===== src/rtl/counter_pkg.sv =====
// Shared types and default widths for the up/down counter family.
package counter_pkg;

  localparam int OUT_W_DEF      = 10;
  localparam int PRESCALE_W_DEF = 23;

  typedef enum logic [1:0] {
    CNT_WRAP    = 2'd0,
    CNT_SAT     = 2'd1,
    CNT_BOUNCE  = 2'd2,
    CNT_ONESHOT = 2'd3
  } cnt_mode_e;

endpackage


===== src/rtl/tick_prescaler.sv =====
// Enable-gated prescaler: tick_o fires on every (div_i+1)-th enabled cycle.
module tick_prescaler
  import counter_pkg::*;
#(
  parameter int PRESCALE_W = PRESCALE_W_DEF
) (
  input  logic                  clock_in,
  input  logic                  reset_n,
  input  logic                  en_i,
  input  logic                  clr_i,
  input  logic [PRESCALE_W-1:0] div_i,
  output logic                  tick_o
);

  logic [PRESCALE_W-1:0] psc_q;
  logic [PRESCALE_W-1:0] psc_d;

  always_comb begin
    psc_d = psc_q;
    if (clr_i) begin
      psc_d = '0;
    end else if (en_i) begin
      psc_d = (psc_q == div_i) ? '0 : psc_q + PRESCALE_W'(1);
    end
  end

  always_ff @(posedge clock_in or negedge reset_n) begin
    if (!reset_n) begin
      psc_q <= '0;
    end else begin
      psc_q <= psc_d;
    end
  end

  assign tick_o = en_i & (psc_q == div_i);

endmodule


===== src/rtl/updown_counter_gen.sv =====
// Up/down counter with prescaler, preload and wrap/saturate/bounce/one-shot
// boundary handling; tc_o is a registered pulse for chaining.
module updown_counter_gen
  import counter_pkg::*;
#(
  parameter int OUT_W      = OUT_W_DEF,
  parameter int PRESCALE_W = PRESCALE_W_DEF,
  parameter int MAX_VAL    = 2**OUT_W - 1,
  parameter int MIN_VAL    = 0
) (
  input  logic                  clock_in,
  input  logic                  reset_n,
  input  logic                  en_i,
  input  logic                  preload_n,
  input  logic [OUT_W-1:0]      load_val_i,
  input  logic                  dir_i,
  input  cnt_mode_e             mode_i,
  input  logic [PRESCALE_W-1:0] div_i,
  output logic [OUT_W-1:0]      count_o,
  output logic                  tc_o,
  output logic                  done_o
);

  localparam logic [OUT_W-1:0] MAX_C = OUT_W'(MAX_VAL);
  localparam logic [OUT_W-1:0] MIN_C = OUT_W'(MIN_VAL);

  logic [OUT_W-1:0] count_q, count_d;
  logic             bdir_q, bdir_d;
  logic             done_q, done_d;
  logic             tc_q, tc_d;
  logic             init_q;
  logic             tick;

  logic             bdir_eff;
  logic             step_up;
  logic             at_edge;
  logic [OUT_W-1:0] boundary;
  logic [OUT_W-1:0] count_step;
  logic [OUT_W-1:0] load_clamped;
  int               load_int;

  tick_prescaler #(
    .PRESCALE_W (PRESCALE_W)
  ) u_psc (
    .clock_in (clock_in),
    .reset_n  (reset_n),
    .en_i     (en_i),
    .clr_i    (~preload_n),
    .div_i    (div_i),
    .tick_o   (tick)
  );

  // Widened to int so the clamp compares stay meaningful for any MIN/MAX.
  assign load_int     = int'(load_val_i);
  assign load_clamped = (load_int < MIN_VAL) ? MIN_C :
                        (load_int > MAX_VAL) ? MAX_C : load_val_i;

  // Until the first edge after reset, bounce direction follows dir_i.
  assign bdir_eff   = init_q ? dir_i : bdir_q;
  assign step_up    = (mode_i == CNT_BOUNCE) ? bdir_eff : dir_i;
  assign boundary   = step_up ? MAX_C : MIN_C;
  assign at_edge    = (count_q == boundary);
  assign count_step = step_up ? count_q + OUT_W'(1) : count_q - OUT_W'(1);

  always_comb begin
    count_d = count_q;
    bdir_d  = bdir_eff;
    done_d  = done_q;
    tc_d    = 1'b0;
    if (!preload_n) begin
      count_d = load_clamped;
      bdir_d  = dir_i;
      done_d  = 1'b0;
    end else if (tick) begin
      case (mode_i)
        CNT_WRAP: begin
          if (at_edge) begin
            count_d = step_up ? MIN_C : MAX_C;
            tc_d    = 1'b1;
          end else begin
            count_d = count_step;
          end
        end
        CNT_SAT: begin
          if (at_edge) tc_d = 1'b1;
          else         count_d = count_step;
        end
        CNT_BOUNCE: begin
          if (at_edge) begin
            count_d = step_up ? MAX_C - OUT_W'(1) : MIN_C + OUT_W'(1);
            bdir_d  = ~step_up;
          end else begin
            count_d = count_step;
            if (count_step == boundary) begin
              bdir_d = ~step_up;
              tc_d   = 1'b1;
            end
          end
        end
        CNT_ONESHOT: begin
          if (!done_q) begin
            if (!at_edge) count_d = count_step;
            if (at_edge || count_step == boundary) begin
              done_d = 1'b1;
              tc_d   = 1'b1;
            end
          end
        end
        default: ;
      endcase
    end
  end

  always_ff @(posedge clock_in or negedge reset_n) begin
    if (!reset_n) begin
      count_q <= MIN_C;
      bdir_q  <= 1'b1;
      done_q  <= 1'b0;
      tc_q    <= 1'b0;
      init_q  <= 1'b1;
    end else begin
      count_q <= count_d;
      bdir_q  <= bdir_d;
      done_q  <= done_d;
      tc_q    <= tc_d;
      init_q  <= 1'b0;
    end
  end

  assign count_o = count_q;
  assign tc_o    = tc_q;
  assign done_o  = done_q;

endmodule

===== config.mk =====
export PLATFORM = sky130hd
export DESIGN_NAME = updown_counter_gen
export DESIGN_NICKNAME = d
export VERILOG_FILES = /design/src/rtl/counter_pkg.sv /design/src/rtl/tick_prescaler.sv /design/src/rtl/updown_counter_gen.sv
export SDC_FILE = /design/constraint.sdc
export NUM_CORES = 1
export LEC_CHECK = 0
export ABC_AREA = 1
export BUFFER_PORTS_ARGS = -buffer_cell sky130_fd_sc_hd__buf_2
export CAP_MARGIN = 15
export CORE_MARGIN = 3
export CORE_UTILIZATION = 43
export CTS_BUF_LIST = sky130_fd_sc_hd__clkbuf_4 sky130_fd_sc_hd__clkbuf_8
export DETAILED_ROUTE_END_ITERATION = 8
export GPL_TIMING_DRIVEN = 1
export HOLD_SLACK_MARGIN = 0.06
export MAX_ROUTING_LAYER = met4
export PLACE_DENSITY_LB_ADDON = 0.05
export SKIP_CTS_REPAIR_TIMING = 1
export SYNTH_ARGS = -nofsm -noshare
export SYNTH_HDL_FRONTEND = slang
export SYNTH_SLANG_ARGS = --single-unit
export TNS_END_PERCENT = 50

===== constraint.sdc =====
create_clock -name clock_in -period 2.3 [get_ports clock_in]
set_input_delay 0.23 -clock clock_in [delete_from_list [all_inputs] [get_ports clock_in]]
set_output_delay 0.23 -clock clock_in [all_outputs]
set_load 0.005 [all_outputs]

# Word level (Yosys, flattened, before mapping)
# Cells that the tools add are included.
# word_totals
register_bits	37
input_bits	40
elab_cells	63
# op_classes
n_addsub	3
order_cmp	2
eq_ne	10
n_mux	35
bitwise_logic	2
n_reduce_logical	5
# ops
cell	count
$mux 10	12
$mux 23	3
$pmux 10 s4	1
$add 23x1->23 const B	1
$eq 23x23->1	1
$eq 10x10->1	2
$mux 1	18
$add 10x1->10 const B	1
$gt 10x10->1 const B	1
$lt 10x1->1 const B	1
$sub 10x1->10 const B	1
$eq 2x2->1 const B	2
$ne 2x1->1 const B	2
$reduce_and 2->1	2
$ne 3x3->1 const B	1
$pmux 1 s3	1
$eq 2x1->1 const B	1
$logic_not 2->1	1
$ne 2x2->1 const B	1
$reduce_or 2->1	1
$and 1x1->1	1
$logic_or 1x1->1	1
$not 1->1	1

# Depth between registers and ports, before layout
# Gate-level depths: netlist (run 1).
# logic_depth
ltp_word	10
mapped_depth	24
mapped_depth_nobuf	23

# Modules after synthesis
# A second synthesis (run 1) with hierarchy kept.
# hier_totals
cells_unflattened	603
area_unflattened_um2	3597.2
# modules_own_cells
module	instances	cells_each	area_each_um2	seq_area_each_um2
tick_prescaler	1	300	1913.1	575.6
updown_counter_gen	1	303	1684.1	352.8

# Worst setup path before layout (run 1)
# OpenSTA, ideal clock, no wires.
# synth_timing
kind	register to register
start	reg init_q
end	reg count_q[7] (netlist: count_o[7])
setup_time_ns	0.120
t_arrival_ns	2.379
setup_slack_ns	-0.200
stages_incl_launch_ff	16
synth_period_minus_slack_ns	2.500
path_cell_list	dfstp_2 -> nand2_1 -> nand3_2 -> nand2_4 -> ha_1 -> buf_2 -> nand2_1 -> nor4_2 -> nand3_2 -> nor2_4 -> buf_6 -> nor2_2 -> o21ai_1 -> o21ai_0 -> o21ai_1 -> nand2_1
# synth_via
elab_chain_len	9
word_cells_on_any_way	14
cone_classes	eq/ne: 1; mux: 13
# synth_lines
element	line_no	source
start, declared	updown_counter_gen.sv:31	logic init_q;
start signal, assigned	updown_counter_gen.sv:120	init_q <= 1'b1;
start signal, assigned	updown_counter_gen.sv:126	init_q <= 1'b0;
$mux 1 *	updown_counter_gen.sv:59	assign bdir_eff = init_q ? dir_i : bdir_q;
$mux 1 *	updown_counter_gen.sv:60	assign step_up = (mode_i == CNT_BOUNCE) ? bdir_eff : dir_i;
$mux 10	updown_counter_gen.sv:61	assign boundary = step_up ? MAX_C : MIN_C;
$eq 10x10->1	updown_counter_gen.sv:62	assign at_edge = (count_q == boundary);
$mux 10	updown_counter_gen.sv:85, updown_counter_gen.sv:102	
$mux 10	updown_counter_gen.sv:101	if (!done_q) begin
$pmux 10 s4 *	updown_counter_gen.sv:75	case (mode_i)
$mux 10 *	updown_counter_gen.sv:74	end else if (tick) begin
$mux 10 *	updown_counter_gen.sv:70	if (!preload_n) begin
end signal, assigned	updown_counter_gen.sv:122	count_q <= count_d;
end, declared	updown_counter_gen.sv:27	logic [OUT_W-1:0] count_q, count_d;
# Mark *: on every way between the ends. The rest lies on a longest branch, timed or not. The select of a mux whose other input is x is not followed.
# A chain may end at the register's enable or synchronous reset.

# Final worst setup path (run 1)
# layout_timing
start	reg init_q
end	reg count_q[3] (netlist: count_o[3])
# Same word-level chain as after synthesis.

==> metrics.cfg, run 1 <==
[status]
status = finished, violations left
violations = negative setup slack

[floorplanning]
row_count = 30
ioPinCount = 52
dieArea_um2 = 8490
die_width_um = 92.1
core_area_um2 = 6980
fp.dieH_um = 92.1
start_util = 0.457

[worst_setup_path]
start_kind = register
worstPathArrival_ps = 2870
cpMaxStageDelayCell = dfstp_2
cp_top_family = simple AND/OR/NAND/NOR gates
critPathKind = reg2reg
critical_path.cell_chain = nand2_4 > nand3_4 > nand2_8 > ha_4 > nand2_4 > nor4_4 > nand3_2 > nor2_4 > buf_4 > nor2_1 > o21ai_0 > o21ai_0 > o21ai_1 > nand2_1
max_stage_delay_ps = 560
critical_path_peak_fanout = 8
critPathBufInv = 1
cp.required_ps = 2490
critPathCaptureType = register

[synth]
synth_mux_area_frac = 0
synth_warnings = 0
synth_nets = 535
synth_xor_area_frac = 0.0906
synthCells = 485
synth_edf_count = 0
synthAdderAreaFrac = 0.0416
synth-compound-area-share = 0.109
synth_cell_type_count = 37
ys_seq_area_frac = 0.291
synth-main-ff-cell = dfrtp_1
synth_area_leaders = dfrtp_1, nand2_1, nor2_1
synth_largest_area_cell = dfrtp_1
synth_seq_cells = 37
synth.top_cell.area_share = 0.275
synthSimpleGateAreaFrac = 0.388
syn-cell-area_um2 = 3190
avgSynthCellArea_um2 = 6.58
ys_async_sr_fraction = 1.00
synth_top_family_by_area = simple AND/OR/NAND/NOR gates

[clocking]
cts_tree = built
htree_levels = 2
clockBufferDepth = 2
clockRootBuffer = clkbuf_8
clk_pin_slew_ps = 90
cts_buffers = 5
cts.sinks = 37
clk_latency_ps = 300

[sta]
max_freq_mhz = 372
setup_tns_ps = -4010
worst_pin_slew_ps = 864
min_period_over_period = 1.17
rsz0062_at_grt = true
layout_setup_ws_ps = -386
fin_skew_ps = 7.04
hold_viol = 0
period_needed_ps = 2690
slew_viol_final = 0
slew_headroom = 0.424
setup_viol = 13

[detailed_routing]
vias = 3446
via_per_inst = 5.03
dr.pass1.iters = 4
detail_route.wl_per_cell_um = 13.7
ant_nets = 0
drt_iter0_markers = 231
routed_wl_um = 9370
drc = 0

[finish]
final_area_um2 = 4330
antenna_cells = 0
final_nets = 638
synthToLayoutAreaGrowth_pct = 35.7
fin_util = 0.620
drive_above_1_share = 0.326

[power]
sequentialPowerShare = 0.298
internal_power_uw = 1480
clkPwrFrac = 0.197
switchingPower_uw = 1000
leakagePower_uw = 0.00205
p_per_area_nw_per_um2 = 573
peakVddDrop_mv = 0.302
p_sw_frac = 0.404
power_frac_comb = 0.506

[global_routing]
grt-ovfl-total = 0
antenna_found_initial = 0
grt_max_degree = 38
grt_util_all_layers = 0.226
grt_first_pass_wirelength_um = 15200
grt_pass1_vias = 3164

[place]
port-buffer-count = 51
dpl_cell_area_um2 = 3980
pre_cts_slack_ps = -389
dpl.hpwl_um = 7230
gp_congestion = 0.888

[worst_hold_path]
hold_class = in2async

[job]
drv_cap = 0

==> per-stage QoR <==
stage | hold WS, ps | total power [uW] | std cells
6_report | 34.9 | 2480 | 685
5_1_grt | 105 | 2670 | 685
3_5_place_dp | 405 | 1860 | 667
2_1_floorplan | -65.6 | 1420 | 485
4_1_cts | 69.6 | 2350 | 675
3_3_place_gp | 393 | 1840 | 667
==> registers in the layout (all words and copies together) (netlist names) <==
signal and flops:
u_psc.psc_q 23, count_o 10, bdir_q 1, done_o 1
tc_o 1, init_q 1
==> synth_stat cells (2+ instances only) <==
cell	n
nand2_4	3
o21ai_1	17
nand3b_1	2
dfstp_2	2
clkbuf_1	5
a21oi_1	13
o21ai_0	27
nand2_1	128
nor3_1	11
nand2_2	4
inv_2	2
a2bb2oi_1	2
dfrtp_1	35
inv_1	53
nand3_1	33
nand4_1	11
xnor2_1	24
ha_1	9
nor2_1	65
nand3_2	4
a211oi_1	2
xor2_1	9
nor2_4	2
nor4_1	3
nor2_2	7
==> power by group through the flow <==
| stage | combinational [uW] | clock (uW) | sequential (uW) |
|---|---|---|---|
| final | 1250 | 488 | 738 |
| after global routing | 1400 | 525 | 745 |
| after CTS | 1120 | 500 | 737 |
| after detailed placement | 1110 | 0 | 749 |
| after global placement | 1090 | 0 | 750 |
| after floorplan | 671 | 0 | 745 |
==> final cells by class <==
| class | instances | area (um^2) |
|---|---|---|
| clock buffer | 5 | 68.8 |
| clock inverter | 3 | 21.3 |
| fill | 704 | 2650 |
| inverter | 55 | 206 |
| multi-input combinational | 386 | 2290 |
| sequential | 37 | 928 |
| tap | 96 | 120 |
| timing repair buffer | 103 | 694 |
==> cells by family (layout without fill, tap and decap cells) <==
group,after synthesis,after routing
AND/OR/NAND/NOR,276,277
other,1,1
AO/OA/AOI/OAI,65,65
XOR/XNOR,33,33
adder cells (fa/ha/maj),10,10
flip-flops,37,37
buffers and inverters,63,166
==> metal layers <==
metal  routed length, um  share of wire  global-route usage  vias to the layer above
met5                   0              0                   -                        -
li1                    -              -                   -                     1780
met1                4740           0.51               0.336                     1569
met3                 545          0.058              0.0320                        2
met4                  29         0.0031              0.0371                        0
met2                4050           0.43               0.331                       95
==> cells in the final DEF, fill, tap and decap left out, types with 2 or more instances in the layout <==
| cell | instances |
|---|---|
| inv_2 | 8 |
| o21ai_0 | 15 |
| ha_4 | 7 |
| ha_1 | 2 |
| nand2_4 | 7 |
| nor3_1 | 11 |
| dfrtp_1 | 35 |
| buf_6 | 5 |
| buf_4 | 45 |
| inv_1 | 47 |
| nand2_2 | 23 |
| dfstp_2 | 2 |
| nand2_1 | 105 |
| nand3_4 | 3 |
| a211oi_1 | 2 |
| clkbuf_8 | 5 |
| nor2_1 | 55 |
| nor2_2 | 17 |
| a2bb2oi_1 | 2 |
| nand3_1 | 30 |
| nand3_2 | 4 |
| nor2_4 | 2 |
| buf_2 | 51 |
| nor4_1 | 3 |
| nand4_1 | 11 |
| o21ai_1 | 27 |
| nand3b_1 | 2 |
| xor2_1 | 9 |
| a21oi_2 | 3 |
| xnor2_1 | 24 |
| a21oi_1 | 10 |
| o21ai_2 | 2 |
==> final timing paths <==
path | startpoint | endpoint | slack [ps] | cells past startpoint
worst max-delay path | init_q$_DFF_PN1_ | count_o[3]$_DFFE_PN0P_ | -390 | 14
worst min-delay path | reset_n | u_psc.psc_q[2]$_DFFE_PN0P_ | 30 | 1
worst max register to register | init_q$_DFF_PN1_ | count_o[3]$_DFFE_PN0P_ | -390 | 14
worst min register to register | done_o$_DFFE_PN0P_ | done_o$_DFFE_PN0P_ | 570 | 2
max in group asynchronous | reset_n | count_o[8]$_DFFE_PN0P_ | 1710 | 1
min in group clock_in | load_val_i[0] | count_o[0]$_DFFE_PN0P_ | 260 | 5
Power figures use the tool's default switching activity.
==> run 2, diff against run 1 <==
--- a/config.mk
+++ b/config.mk
@@ -19,5 +19,6 @@
 export SKIP_CTS_REPAIR_TIMING = 1
 export SYNTH_ARGS = -nofsm -noshare
 export SYNTH_HDL_FRONTEND = slang
+export SYNTH_HIERARCHICAL = 1
 export SYNTH_SLANG_ARGS = --single-unit
 export TNS_END_PERCENT = 50
==> metrics.cfg, run 2 <==
[clocking]
clockBufferDepth = 2  ; unchanged
clk_latency_ps = 300  ; about the same
clockRootBuffer = clkbuf_8  ; unchanged
htree_levels = 2  ; unchanged
cts_tree = built  ; unchanged
cts_buffers = 5  ; unchanged
cts.sinks = 37  ; unchanged
clk_pin_slew_ps = 90  ; about the same

[synth]
avgSynthCellArea_um2 = 5.97  ; was 6.58 um^2
synth.top_cell.area_share = 0.243  ; was 0.275
ys_async_sr_fraction = 1.00  ; unchanged
synth_nets = 653  ; was 535
synth_area_leaders = dfrtp_1, nand2_1, inv_1  ; was dfrtp_1, nand2_1, nor2_1
synth_largest_area_cell = dfrtp_1  ; unchanged
synth_seq_cells = 37  ; unchanged
synth_warnings = 6  ; was 0
synth_cell_type_count = 36  ; was 37
synthCells = 603  ; was 485
yosysMostFrequentCell = nand2_1  ; unchanged
ys_seq_area_frac = 0.258  ; was 0.291
synth-main-ff-cell = dfrtp_1  ; unchanged
synth_edf_count = 0  ; unchanged
syn-cell-area_um2 = 3600  ; was 3190 um^2
synthTopCellsByCount = nand2_1, inv_1, nor2_1  ; was nand2_1, nor2_1, inv_1

[global_routing]
antenna_found_initial = 0  ; unchanged
grt-ovfl-total = 0  ; unchanged
grt_pass1_vias = 3851  ; was 3,164
grt_max_degree = 38  ; unchanged
grt_first_pass_wirelength_um = 17300  ; was 15,200 um
grt_util_all_layers = 0.225  ; was 0.226

[worst_setup_path]
max_stage_delay_ps = 550  ; was 560 ps
cp_top_family = simple AND/OR/NAND/NOR gates  ; unchanged
startpoint = init_q$_DFF_PN1_  ; unchanged
cp.required_ps = 2550  ; was 2490 ps
path_depth = 21  ; was 14
reg2reg_depth = 21  ; was 14
critPathKind = reg2reg  ; unchanged
crit_path_end = bdir_q$_DFF_PN1_  ; was count_o[3]$_DFFE_PN0P_
worstReg2RegEnd = bdir_q$_DFF_PN1_  ; was count_o[3]$_DFFE_PN0P_
critPathBufInv = 2  ; was 1
rr_startpoint = init_q$_DFF_PN1_  ; unchanged
reg2reg_slack_ps = -270  ; was -390 ps
cpMaxStageDelayCell = dfstp_2  ; unchanged
crit_top_cell = nand2_1
critPathCaptureType = register  ; unchanged
critical_path.cell_chain = inv_2 > nand2_4 > nand2_2 > nand2_2 > nand2_2 > fa_2 > inv_2 > nand2_1 > nand2_2 > nand3_2 > nand2_1 > nand2_1 > nand2_2 > nand2_1 > o21ai_2 > nand3_2 > nand2_2 > nand2_1 > nand2_1 > nand3_1 > nand2_1  ; was nand2_4 > nand3_4 > nand2_8 > ha_4 > nand2_4 > nor4_4 > nand3_2 > nor2_4 > buf_4 > nor2_1 > o21ai_0 > o21ai_0 > o21ai_1 > nand2_1
start_kind = register  ; unchanged
critical_path_peak_fanout = 3  ; was 8
worstPathArrival_ps = 2820  ; was 2870 ps

[power]
peakVddDrop_mv = 0.227  ; was 0.302 mV
leakagePower_uw = 0.00241  ; was 0.00205 uW
p_per_area_nw_per_um2 = 531  ; was 573 nW/um^2

[floorplanning]
ioPinCount = 52  ; unchanged
die_width_um = 97.5  ; was 92.1 um
dieArea_um2 = 9500  ; was 8490 um^2
core_area_um2 = 7930  ; was 6980 um^2
row_count = 32  ; was 30
fp.dieH_um = 97.5  ; was 92.1 um
start_util = 0.454  ; was 0.457

[finish]
layout_common_cells = nand2_1, inv_1, nor2_1  ; was nand2_1, nor2_1, buf_2
final_cells = 801  ; was 685
final_nets = 748  ; was 638
synthToLayoutAreaGrowth_pct = 31.4  ; was 35.7%
layout_commonest_cell = nand2_1  ; unchanged
antenna_cells = 0  ; unchanged
largest_reg_flops = 23  ; unchanged
drive_above_1_share = 0.308  ; was 0.326
top_register = u_psc/psc_q  ; was u_psc.psc_q
final_area_um2 = 4730  ; was 4330 um^2

[sta]
worst_pin_slew_ps = 916  ; was 864 ps
max_freq_mhz = 389  ; was 372 MHz
setup_viol = 13  ; unchanged
hold_viol = 0  ; unchanged
layout_setup_ws_ps = -271  ; was -386 ps
period_needed_ps = 2570  ; was 2690 ps
slew_headroom = 0.389  ; was 0.424
min_period_over_period = 1.12  ; was 1.17
slew_viol_final = 0  ; unchanged
rsz0062_at_grt = true  ; unchanged
setup_tns_ps = -2090  ; was -4010 ps
fin_skew_ps = 5.68  ; was 7.04 ps

[status]
violations = negative setup slack  ; unchanged
status = finished, violations left  ; unchanged

[worst_hold_path]
hold_class = in2async  ; unchanged

[place]
gp_congestion = 0.896  ; was 0.888
port-buffer-count = 51  ; unchanged
dpl.hpwl_um = 8190  ; was 7230 um
dpl_cell_area_um2 = 4390  ; was 3980 um^2
dp.cells = 785  ; was 667

[detailed_routing]
dr.pass1.iters = 4  ; unchanged
vias = 4056  ; was 3,446
via_per_inst = 5.06  ; was 5.03
detail_route.wl_per_cell_um = 13.2  ; was 13.7 um
routed_wl_um = 10600  ; was 9370 um
drt_iter0_markers = 187  ; was 231
drc = 0  ; unchanged
ant_nets = 0  ; unchanged

[job]
drv_cap = 0  ; unchanged

## run 2: worst reg2reg max path, delay by kind of cell, from the launching register on
family	cells	cell delay [ps]
DFF	1	550
buffers and inverters	2	110
and+or+nand+nor	17	1340
adders and majority gates	1	370
AOI/OAI and AO/OA	1	140
## run 2: report_power, final
| part | internal [uW] | switching, uW | total (uW) |
|---|---|---|---|
| combinational | 572 | 721 | 1290 |
| sequential | 689 | 52.7 | 741 |
| clock | 210 | 267 | 477 |
## run 2: cell type report
class	count	area, um^2
Sequential cell	37	928
Timing Repair Buffer	95	606
Clock inverter	3	17.5
Clock buffer	5	68.8
Tap cell	102	128
Multi-Input combinational cell	469	2640
Inverter	90	338
Fill cell	786	3200
## run 2: stage by stage
stage / hold WS (ps) / power [uW] / worst slack [ps] / utilization
final: 51.7 / 2510 / -271 / 0.596
after global routing: 133 / 2720 / -444 / 0.596
after CTS: 93.0 / 2340 / -372 / 0.565
after detailed placement: 416 / 1850 / -353 / 0.554
after global placement: 412 / 1840 / -316 / 0.554
after floorplan: -65.6 / 1470 / -14.4 / -
## run 2: worst min-delay path by stage
stage                     slack [ps]     from  cells after the start                     end
final                             50  reset_n                      1  count_o[9]$_DFFE_PN0P_
after global routing             130  reset_n                      1  count_o[9]$_DFFE_PN0P_
after CTS                         90  reset_n                      1  count_o[3]$_DFFE_PN0P_
after detailed placement         420  reset_n                      1  count_o[3]$_DFFE_PN0P_
after global placement           410  reset_n                      1  count_o[4]$_DFFE_PN0P_
after floorplan                  -70  reset_n                      0  count_o[0]$_DFFE_PN0P_
## run 2: logic make-up (layout without fill, tap and decap cells)
| logic type | Yosys count | after routing | synth area share |
|---|---|---|---|
| buffers and inverters | 98 | 193 | 0.110 |
| AND/OR/NAND/NOR | 379 | 380 | 0.451 |
| flip-flops | 37 | 37 | 0.258 |
| other | 1 | 1 | 0.00104 |
| AO/OA/AOI/OAI | 60 | 60 | 0.0995 |
| XOR/XNOR | 18 | 18 | 0.0438 |
| adder cells (fa/ha/maj) | 10 | 10 | 0.0369 |
## run 2: per-layer routing
layer  wire, um  global-route usage  part of all wire  vias up
li1           -                   -                 -     2072
met1       4280               0.251              0.40     1857
met2       5620               0.407              0.53      105
met3        417              0.0302             0.039       22
met4        271              0.0841             0.026        0
met5          0                   -                 0        -
